<file path="config.mk">
export PLATFORM = sky130hd
export DESIGN_NAME = hash_input_framer
export DESIGN_NICKNAME = d
export VERILOG_FILES = /design/src/rtl/hash160_pkg.sv /design/src/rtl/hash_input_framer.sv
export SDC_FILE = /design/constraint.sdc
export NUM_CORES = 1
export LEC_CHECK = 0
export CORE_AREA = 2 2 203 205
export DETAILED_ROUTE_END_ITERATION = 8
export DIE_AREA = 0 0 205 207
export PLACE_DENSITY = 0.81
export SYNTH_ARGS = -nofsm -noshare
export SYNTH_HDL_FRONTEND = slang
export SYNTH_SLANG_ARGS = --single-unit
export TNS_END_PERCENT = 1
</file>
<file path="constraint.sdc">
create_clock -name clk -period 2.65 [get_ports clk]
set_clock_uncertainty 0.05 [all_clocks]
set_input_delay 0.53 -clock clk [delete_from_list [all_inputs] [get_ports clk]]
set_output_delay 0.53 -clock clk [all_outputs]
set_load 0.1 [all_outputs]
</file>
<file path="src/rtl/hash160_pkg.sv">
// Shared definitions for the Hash160 input path.
//   START_BYTE  : frame-start marker seen by the byte framer
//   BLOCK_BYTES : payload bytes per SHA-256 message block
//   BLOCK_W     : packed block width in bits
//   CNT_W       : width of the framer byte counter
//   framer_state_t : framer FSM encoding {IDLE, COLLECT, HOLD}
package hash160_pkg;

    localparam logic [7:0] START_BYTE  = 8'hAA;
    localparam int         BLOCK_BYTES = 64;
    localparam int         BLOCK_W     = 8 * BLOCK_BYTES;
    localparam int         CNT_W       = 6;

    typedef enum logic [1:0] {
        IDLE    = 2'd0,
        COLLECT = 2'd1,
        HOLD    = 2'd2
    } framer_state_t;

endpackage

</file>
<file path="src/rtl/hash_input_framer.sv">
// Byte-serial input framer for the Hash160 datapath.
// Waits in IDLE for START_BYTE, then shifts the next BLOCK_BYTES bytes
// MSB-first into a message block and holds it until the hash core takes it.
//   clk           : rising-edge clock
//   rst_n         : asynchronous active-low reset
//   i_text        : byte input, sampled every edge
//   o_block       : packed block, first payload byte in the top byte
//   o_block_valid : block complete and stable (HOLD)
//   i_block_ready : downstream accept; transfer on valid && ready
//   o_busy        : frame in progress or waiting for transfer
module hash_input_framer #(
    parameter logic [7:0] START_BYTE  = 8'hAA,
    parameter int         BLOCK_BYTES = 64
) (
    input  logic                       clk,
    input  logic                       rst_n,
    input  logic [7:0]                 i_text,
    output logic [8*BLOCK_BYTES-1:0]   o_block,
    output logic                       o_block_valid,
    input  logic                       i_block_ready,
    output logic                       o_busy
);

    import hash160_pkg::*;

    localparam int BLK_W    = 8 * BLOCK_BYTES;
    localparam int CNT_BITS = (BLOCK_BYTES > 1) ? $clog2(BLOCK_BYTES) : 1;

    framer_state_t         state_q;
    framer_state_t         state_d;
    logic [CNT_BITS-1:0]   cnt_q;
    logic                  last_byte;

    assign last_byte = (cnt_q == CNT_BITS'(BLOCK_BYTES - 1));

    always_ff @(posedge clk or negedge rst_n) begin
        if (!rst_n) begin
            state_q <= IDLE;
        end else begin
            state_q <= state_d;
        end
    end

    // Start bytes are only meaningful in IDLE; in COLLECT they are payload
    // and in HOLD every input byte is dropped.
    always_comb begin
        state_d       = state_q;
        o_block_valid = 1'b0;
        o_busy        = 1'b0;
        unique case (state_q)
            IDLE: begin
                if (i_text == START_BYTE) begin
                    state_d = COLLECT;
                end
            end
            COLLECT: begin
                o_busy = 1'b1;
                if (last_byte) begin
                    state_d = HOLD;
                end
            end
            HOLD: begin
                o_busy        = 1'b1;
                o_block_valid = 1'b1;
                if (i_block_ready) begin
                    state_d = IDLE;
                end
            end
            default: begin
                state_d = IDLE;
            end
        endcase
    end

    // Counter wraps to zero on the last byte, so it is already clear for
    // the next frame; it is also cleared on start for robustness.
    always_ff @(posedge clk or negedge rst_n) begin
        if (!rst_n) begin
            cnt_q <= '0;
        end else if (state_q == IDLE) begin
            if (i_text == START_BYTE) begin
                cnt_q <= '0;
            end
        end else if (state_q == COLLECT) begin
            cnt_q <= cnt_q + 1'b1;
        end
    end

    // Block only moves in COLLECT: frozen while valid, kept after transfer.
    always_ff @(posedge clk or negedge rst_n) begin
        if (!rst_n) begin
            o_block <= '0;
        end else if (state_q == COLLECT) begin
            o_block <= {o_block[BLK_W-9:0], i_text};
        end
    end

endmodule

</file>
---- Word level (Yosys, flattened, before mapping) ----
Index checks and enable logic that the tools add are counted.
Widths: inputs -> output; s select.
storage, ports and cells
  register bits after elaboration ......... 520
  bits in latches ......................... 0
  memory bits (writable) .................. 0
  memory bits (read-only) ................. 0
  bits of input ports ..................... 11
  output and inout bits ................... 514
  word-level logic and storage cells ...... 25
  memories kept ........................... 0
operators by class
  add/sub/neg operators ................... 1
  multiply operators ...................... 0
  div/mod/pow operators ................... 0
  magnitude comparators ................... 0
  equal/unequal tests ..................... 7
  shifts and indexed selects .............. 0
  multiplexer cells ....................... 9
  bitwise operators ....................... 0
  reduce and logical (&&, ||, !) cells .... 5
operators by type and width
  kind                 count
  $mux 6               3
  $eq 8x8->1 const B   1
  $add 6x1->6 const B  1
  $eq 6x6->1 const B   1
  $mux 2               3
  $pmux 2 s3           1
  $ne 2x2->1 const B   2
  $reduce_and 3->1     1
  $eq 2x1->1 const B   1
  $eq 2x2->1 const B   1
  $logic_not 2->1      1
  $mux 1               2
  $ne 2x1->1 const B   1
  $reduce_and 2->1     1
  $reduce_bool 2->1    1
  $reduce_or 2->1      1

---- Depth between registers and ports, before layout ----
Gate-level depths: netlist of the first run.
  depth in word-level cells ............... 3
  mapped depth ............................ 8
  gate-level depth less buffers ........... 6

---- Worst setup path before layout of the first run ----
OpenSTA, ideal clock, no wires.
  path kind ............................... register -> register
  start ................................... reg state_q[0]
  end ..................................... reg state_q[1]
  arrival ................................. 1.764 ns
  path slack .............................. 0.715 ns
  cell stages (with the launch flop) ...... 7
  path buffers ............................ 0
  period minus slack after synthesis ...... 1.935 ns
  cell sequence ........................... dfrtp_1 inv_1 ha_1 nand2b_1 nand4_1 a21oi_1 o22a_1
between the ends
  longest elaborated chain between the ends .. 3
  elaborated cells on any way between the ends .. 8
ends and longest elaborated chain
  what                                                              RTL line                 source
  from (decl)                                                       hash_input_framer.sv:29  framer_state_t state_q;
  from (signal assigned)                                            hash_input_framer.sv:40  state_q <= state_d;
  $eq 2x1->1, or another cell as far along                          hash_input_framer.sv:50  unique case (state_q)
  $ne 2x2->1 (no source line) / $ne 2x1->1 (equally long branches)  --
  $reduce_and 3->1 (no source line)                                 --
Parallel ways exist; a longest one is shown, timed or not.
A chain may end at the register's enable or synchronous reset.

---- Worst setup path after layout of the first run ----
  start ................................... reg state_q[0]
  end ..................................... out o_busy
between the ends
  longest elaborated chain between the ends .. 3
  elaborated cells on any way between the ends .. 4
ends and longest elaborated chain
  what                                             RTL line                 source
  $eq 2x1->1 / $eq 2x2->1 (equally long branches)  hash_input_framer.sv:50
  $reduce_or 2->1 (no source line) (*)             --
  $mux 1 (*)                                       hash_input_framer.sv:50
  to (decl)                                        hash_input_framer.sv:21  output logic o_busy
Mark *: on every way between the ends. The rest lies on a longest branch, timed or not.

==> results by group, run 1 <==
Timing
  • Final Critical Period: 2.25 ns
  • Max-slew headroom: approximately three fifths
  • Setup-failing EPs final: 0
  • Measured slew at the worst slew-check pin: 0.579 ns
  • Peak Freq: 445 MHz
  • Max Slew Vio Count: 0
  • Tcrit/Tclk final: 84.9%
  • RSZ-0062 raised after global routing: no
  • Setup total negative slack: 0 ns
  • Hold Vio Cnt, Final: 0

Setup path
  • Setup CP Type: flip-flop to primary output
  • R2r startpoint: state_q[1]$_DFFE_PN0P_
  • CP max-delay cell: dfrtp_1
  • Worst Path Required: 2.07 ns
  • Arrival time at the worst endpoint: 1.67 ns
  • CP startpoint kind: flip-flop
  • Critical Path, Cell by Cell: inv_1 -> ha_1 -> buf_4
  • Max FO, Critical Path: 3
  • Delay of the slowest critical-path stage: 0.39 ns
  • Buf/Inv on CP: 2
  • Worst setup path startpoint: state_q[0]$_DFFE_PN0P_
  • Worst Setup End Kind: primary output
  • Worst path top cell family by delay: flip-flops

Clocking
  • # H-tree levels: 2
  • Clk_lat worst skew: 0.58 ns
  • Max Root-Sink Buffers: 3
  • Total clock sinks: 520
  • Post-CTS Setup Bufs: 0
  • CTS Root Cell: clkbuf_16
  • CTS buffer count: between 50 and 60
  • CTS clk-pin slew, worst paths: 0.06 ns
  • CTS tree: done

Floorplanning
  • Die Height: a little over 200 um
  • Die width: a little over 200 um
  • Core Area: 40400 um^2
  • Initial core utilization: 48.5%
  • Rows: 74
  • Area of the die: 42400 um^2
  • IO Pins: 525

Synth
  • Cell Area, Synth: 19600 um^2
  • Mapped Nets: 1144
  • Count leader, synth: dfrtp_1
  • Mapped Cells: 1129
  • Synth Register Bits: between 500 and 600
  • Synth Area per Inst: 17.3 um^2
  • Post-synthesis sequential area ratio: around 66%
  • Synth area leaders: dfrtp_1 (66%), mux2_2 (29%), buf_6 (2.4%)
  • Post-synth ARST share: 100%
  • Synth warn: 0
  • Most common flop cell mapped by yosys: dfrtp_1
  • Number of flops mapped to enable cells by yosys: 0
  • Netlist cell types: 20
  • Post-synth top cells: dfrtp_1 (520), mux2_2 (512), buf_6 (41)
  • Synth top area share: 66.4%
  • Cell accounting for the most synthesized area: dfrtp_1

Route
  • DRT iter0 DRCs: between 500 and 600
  • DRC errors left: 0
  • Final wirelength: 47300 um
  • Pre-antenna DRT Iters: 4
  • Drt via density: 5.16
  • Wirelength per Cell: between 20 and 25 um
  • Routed via count: 11628
  • Final ANT Viol Nets: 0

Pwr
  • Sw Ratio: 24.5%
  • Comb power frac: slightly below 8%
  • Reported net switching power: about 4.2 mW
  • Pint: 12.9 mW
  • PwrDens: roughly 660 nW/um^2
  • Leak Pwr: 13.9 nW
  • Design Power: 17.0 mW
  • Share of power burned in registers: 48.2%
  • VDD IR max: between 0.0007 and 0.0008 V
  • Clock network power share: 44.0%

Status
  • Status: finished clean

GRT
  • Initial antenna violation count: 0
  • Overall Global Routing Usage: approximately 22%
  • Vias in the first global route: between 10000 and 15000
  • Largest net degree at the start of global routing: around 110
  • Global-route wire length before repair: 72900 um
  • Congestion Overflow GR: 0

Layout
  • Multi-input gate area: between 6000 and 7000 um^2
  • Nets@finish: 1697
  • Filler instances: just under 3000
  • Area Overhead vs Synth: 32.0%
  • Layout cells sized above 1: 66.1%
  • Fin cells: 2254
  • Storage element area: about 13000 um^2
  • Ant diodes: 0

Placed design
  • Input/output buffers: roughly 520
  • HPWL after DPL: approximately 34000 um
  • Post-Place Cells: 2158
  • Routability cong.: 0.842

Run
  • Maxcap violations: 0

Worst hold path
  • Hold Crit Class: input port to async pin
==> kinds of logic after synthesis <==
| logic type | after synthesis | synth area share [%] |
|---|---|---|
| compound gates | 11 | 0.339 |
| xor+xnor | 3 | 0.134 |
| fa+ha+maj | 4 | 0.256 |
| buf+inv | 60 | 2.84 |
| flops | 520 | 66.4 |
| mux | 512 | 29.4 |
| simple gates | 19 | 0.562 |
==> final timing paths <==
check | endpoint | slack [ns] | cells after the start
setup / recovery | o_busy | 0.40 | 3
hold / removal | o_block[421]$_DFFE_PN0P_ | 0.42 | 2
setup reg to reg | o_block[160]$_DFFE_PN0P_ | 0.68 | 4
hold reg to reg | cnt_q[5]$_DFFE_PN0P_ | 0.46 | 1
max in group asynchronous | o_block[190]$_DFFE_PN0P_ | 1.27 | 3
min in group clk | cnt_q[5]$_DFFE_PN0P_ | 0.46 | 1
==> area by class of cell <==
cell class	count	area share, %
clock buffers	81	6.09
clock inverters	14	0.716
inverters	3	0.0436
multi-input cells	549	23.3
flip-flops and latches	520	50.3
well taps	532	2.57
repair buffers	555	16.9
==> layout by cell type, fill, tap and decap left out, types with 4 or more instances in the layout <==
cell type,n
clkbuf_8,10
buf_12,14
clkdlybuf4s50_1,9
nand4_1,4
clkbuf_1,16
bufinv_16,4
dfrtp_1,520
nor2_1,4
clkbuf_16,55
nand2_1,5
mux2_2,512
buf_4,530
clkinv_2,6
a21oi_1,4
==> repair_timing <==
item,4_1_cts,5_1_grt
hold buffers,1,0
gates resized for setup,0,0
hold endpoints to repair,37,0
==> power groups by stage <==
stage / Combinational (mW) / Sequential, mW / Clock, mW
after floorplan: 0.423 / 8.80 / 0
after global placement: 1.34 / 8.32 / 0
after detailed placement: 1.35 / 8.33 / 0
after CTS: 1.36 / 8.19 / 7.66
after global routing: 1.42 / 8.20 / 7.98
final: 1.33 / 8.19 / 7.49
==> through the flow <==
stage               setup WS, ns  utilization [%]  area [um^2]  hold slack, ns
floorplan                  0.715                -        19600           0.184
global placement           0.641             59.7        24100           0.428
detailed placement         0.549             59.7        24100           0.434
CTS                        0.331             64.0        25900           0.404
global route               0.311             64.0        25900           0.433
finish                     0.401             64.0        25900           0.421
==> per-layer routing <==
metal	up-vias	wire length, um	track usage [%]	part of all wire (%)
met5	-	0	0	0
met1	5980	18700	27.5	40
met4	0	1170	6.92	2.5
li1	5140	-	-	-
met2	430	23100	36.2	49
met3	78	4410	7.82	9.3
==> registers in the layout (all words and copies together), names as in the netlist <==
name / count
o_block: 512
state_q: 2
cnt_q: 6
Power figures use the tool's default switching activity.
==> run 2, diff against run 1 <==
--- a/config.mk
+++ b/config.mk
@@ -5,10 +5,9 @@
 export SDC_FILE = /design/constraint.sdc
 export NUM_CORES = 1
 export LEC_CHECK = 0
-export CORE_AREA = 2 2 203 205
+export CORE_UTILIZATION = 44
 export DETAILED_ROUTE_END_ITERATION = 8
-export DIE_AREA = 0 0 205 207
-export PLACE_DENSITY = 0.81
+export PLACE_DENSITY = 0.78
 export SYNTH_ARGS = -nofsm -noshare
 export SYNTH_HDL_FRONTEND = slang
 export SYNTH_SLANG_ARGS = --single-unit
==> constraint.sdc (replaced) <==
create_clock -name clk -period 1.9 [get_ports clk]
set_clock_uncertainty 0.05 [all_clocks]
set_input_delay 0.38 -clock clk [delete_from_list [all_inputs] [get_ports clk]]
set_output_delay 0.38 -clock clk [all_outputs]
set_load 0.1 [all_outputs]
==> results by group, run 2 (synthesized netlist as in run 1, its figures left out) <==
GRT
  • Global-route wire length before repair: 89100 um (+22%)
  • Largest net degree at the start of global routing: 91 (-15%)
  • Vias in the first global route: 13489 (+11%)
  • Congestion Overflow GR: 0 (unchanged)
  • Initial antenna violation count: 1 (+1)
  • Overall Global Routing Usage: 26.6% (+4.5 points)

Setup path
  • Setup CP Type: flip-flop to primary output
  • Max FO, Critical Path: 3 (unchanged)
  • Reg2Reg Depth: 6 (+2)
  • Worst Path Required: 1.47 ns (-0.60 ns)
  • Worst Setup End Kind: primary output
  • Arrival time at the worst endpoint: 1.53 ns (-0.14 ns)
  • CP startpoint kind: flip-flop

Clocking
  • # H-tree levels: 2 (unchanged)
  • Max Root-Sink Buffers: 3 (unchanged)
  • Clk_lat worst skew: 0.60 ns (+0.02 ns)
  • CTS tree: done
  • CTS buffer count: 53 (unchanged)
  • CTS Root Cell: clkbuf_16
  • Total clock sinks: 520 (unchanged)
  • CTS clk-pin slew, worst paths: 0.06 ns (about the same)

Route
  • Routed via count: 12135 (+4.4%)
  • Final ANT Viol Nets: 0 (unchanged)
  • DRC errors left: 0 (unchanged)
  • Wirelength per Cell: 25.8 um (+23%)
  • Drt via density: 5.21 (+1.0%)
  • DRT iter0 DRCs: 617 (+15%)
  • Pre-antenna DRT Iters: 4 (unchanged)
  • Final wirelength: 60100 um (+27%)

Layout
  • Storage element area: 13000 um^2 (unchanged)
  • Nets@finish: 1719 (+1.3%)
  • Largest register by flop count: o_block
  • Most common cell after layout, fill and taps aside: buf_12
  • Ant diodes: 0 (unchanged)
  • Filler instances: 2246 (-22%)
  • Area Overhead vs Synth: 66.8%
  • Max reg flops: 512 (unchanged)
  • Largest regs: o_block x512, cnt_q x6, state_q x2
  • Layout cells sized above 1: 67.1% (+1.0 points)
  • Most frequent cells in the layout: buf_12 (537), dfrtp_1 (520), mux2_2 (512)
  • Multi-input gate area: 6060 um^2 (+0.44%)
  • Core Util, Final: 75.2% (+11 points)

Timing
  • Max-slew headroom: 66.8% (+5.4 points)
  • Max Slew Vio Count: 0 (unchanged)
  • RSZ-0062 raised after global routing: yes
  • Setup-failing EPs final: 2 (+2)
  • Tcrit/Tclk final: 103%
  • Peak Freq: 510 MHz
  • Measured slew at the worst slew-check pin: 0.498 ns (-0.0812 ns)
  • Final Critical Period: 1.96 ns
  • Hold Vio Cnt, Final: 0 (unchanged)
  • Final setup margin: -0.0595 ns (-0.461 ns)

Pwr
  • PwrDens: 745 nW/um^2 (+13%)
  • VDD IR max: 0.00101 V (+38%)
  • Leak Pwr: 15.5 nW (+11%)

Placed design
  • Post-Place Worst Slack: 0.0423 ns (-0.507 ns)
  • Input/output buffers: 524 (unchanged)
  • HPWL after DPL: 41000 um (+20%)
  • Routability cong.: 0.813 (-3.4%)

Floorplanning
  • Initial core utilization: 45.1% (-3.4 points)
  • Core Area: 43500 um^2 (+7.6%)
  • Area of the die: 45400 um^2 (+6.9%)
  • Rows: 76 (+2.7%)
  • Die width: 213 um (+3.9%)
  • IO Pins: 525 (unchanged)
  • Die Height: 213 um (+2.9%)

Run
  • Maxcap violations: 0 (unchanged)

Worst hold path
  • Hold Crit Class: input port to async pin

Status
  • Status: finished, violations left
  • Failing checks: setup timing
run 2: cell count changes in the layout (fill, tap and decap cells not counted), moves of 3 or more:
cell	delta
clkinv_2	+4
buf_12	+523
clkbuf_8	+3
clkbuf_1	-5
buf_4	-503
run 2: final cells by class:
cell class | instances | area share (%)
inverters | 3 | 0.0345
clock inverters | 18 | 0.613
flip-flops and latches | 520 | 39.8
clock buffers | 77 | 4.73
multi-input cells | 549 | 18.5
well taps | 585 | 2.24
repair buffers | 577 | 34.0
run 2: where the power goes:
part	internal [mW]	switching (mW)
Combinational	0.847	1.51
Clock	6.06	4.45
Sequential	11.2	0.229
run 2: final timing paths:
path                                              from                       end  slack [ns]
worst min register to register    cnt_q[5]$_DFFE_PN0P_      cnt_q[5]$_DFFE_PN0P_        0.49
max in group asynchronous                        rst_n  o_block[335]$_DFFE_PN0P_        0.78
worst max-delay path            state_q[0]$_DFFE_PN0P_                    o_busy       -0.06
worst min-delay path                             rst_n  o_block[320]$_DFFE_PN0P_        0.19
min in group clk                             i_text[2]    o_block[2]$_DFFE_PN0P_        0.38
worst max register to register  state_q[1]$_DFFE_PN0P_  o_block[281]$_DFFE_PN0P_        0.06
run 2: worst max-delay path, stage by stage, from the launching register on:
cell	delay (ns)
dfrtp_1	0.38
inv_2	0.08
ha_4	0.29
buf_12	0.17
run 2: layer usage:
| layer | GRT usage [%] | share of wire, % | vias up |
|---|---|---|---|
| li1 | - | - | 5159 |
| met1 | 29.1 | 35 | 6356 |
| met2 | 46.8 | 52 | 517 |
| met3 | 9.56 | 9.7 | 101 |
| met4 | 10.1 | 3.3 | 2 |
| met5 | 0 | 0.025 | - |
run 2: metrics by stage:
| step | instance area (um^2) | total power, mW | setup TNS (ns) | hold WS [ns] | std cells |
|---|---|---|---|---|---|
| 6_report | 32700 | 24.3 | -0.0713 | 0.194 | 2329 |
| 5_1_grt | 32700 | 25.0 | -0.143 | 0.194 | 2329 |
| 4_1_cts | 32700 | 24.5 | -0.118 | 0.175 | 2329 |
| 3_5_place_dp | 30800 | 13.9 | 0 | 0.217 | 2229 |
| 3_3_place_gp | 30800 | 13.9 | 0 | 0.210 | 2229 |
| 2_1_floorplan | 19600 | 12.9 | 0 | 0.0344 | 1129 |
run 2: what timing repair did:
action | 4_1_cts | 5_1_grt
hold buffers | 1 | 0
hold endpoints to repair | 132 | 0
buffers inserted | 4 | 0
endpoints found under the setup margin | 2 | 6
resized for setup | 4 | 3
pin swaps | 1 | 2
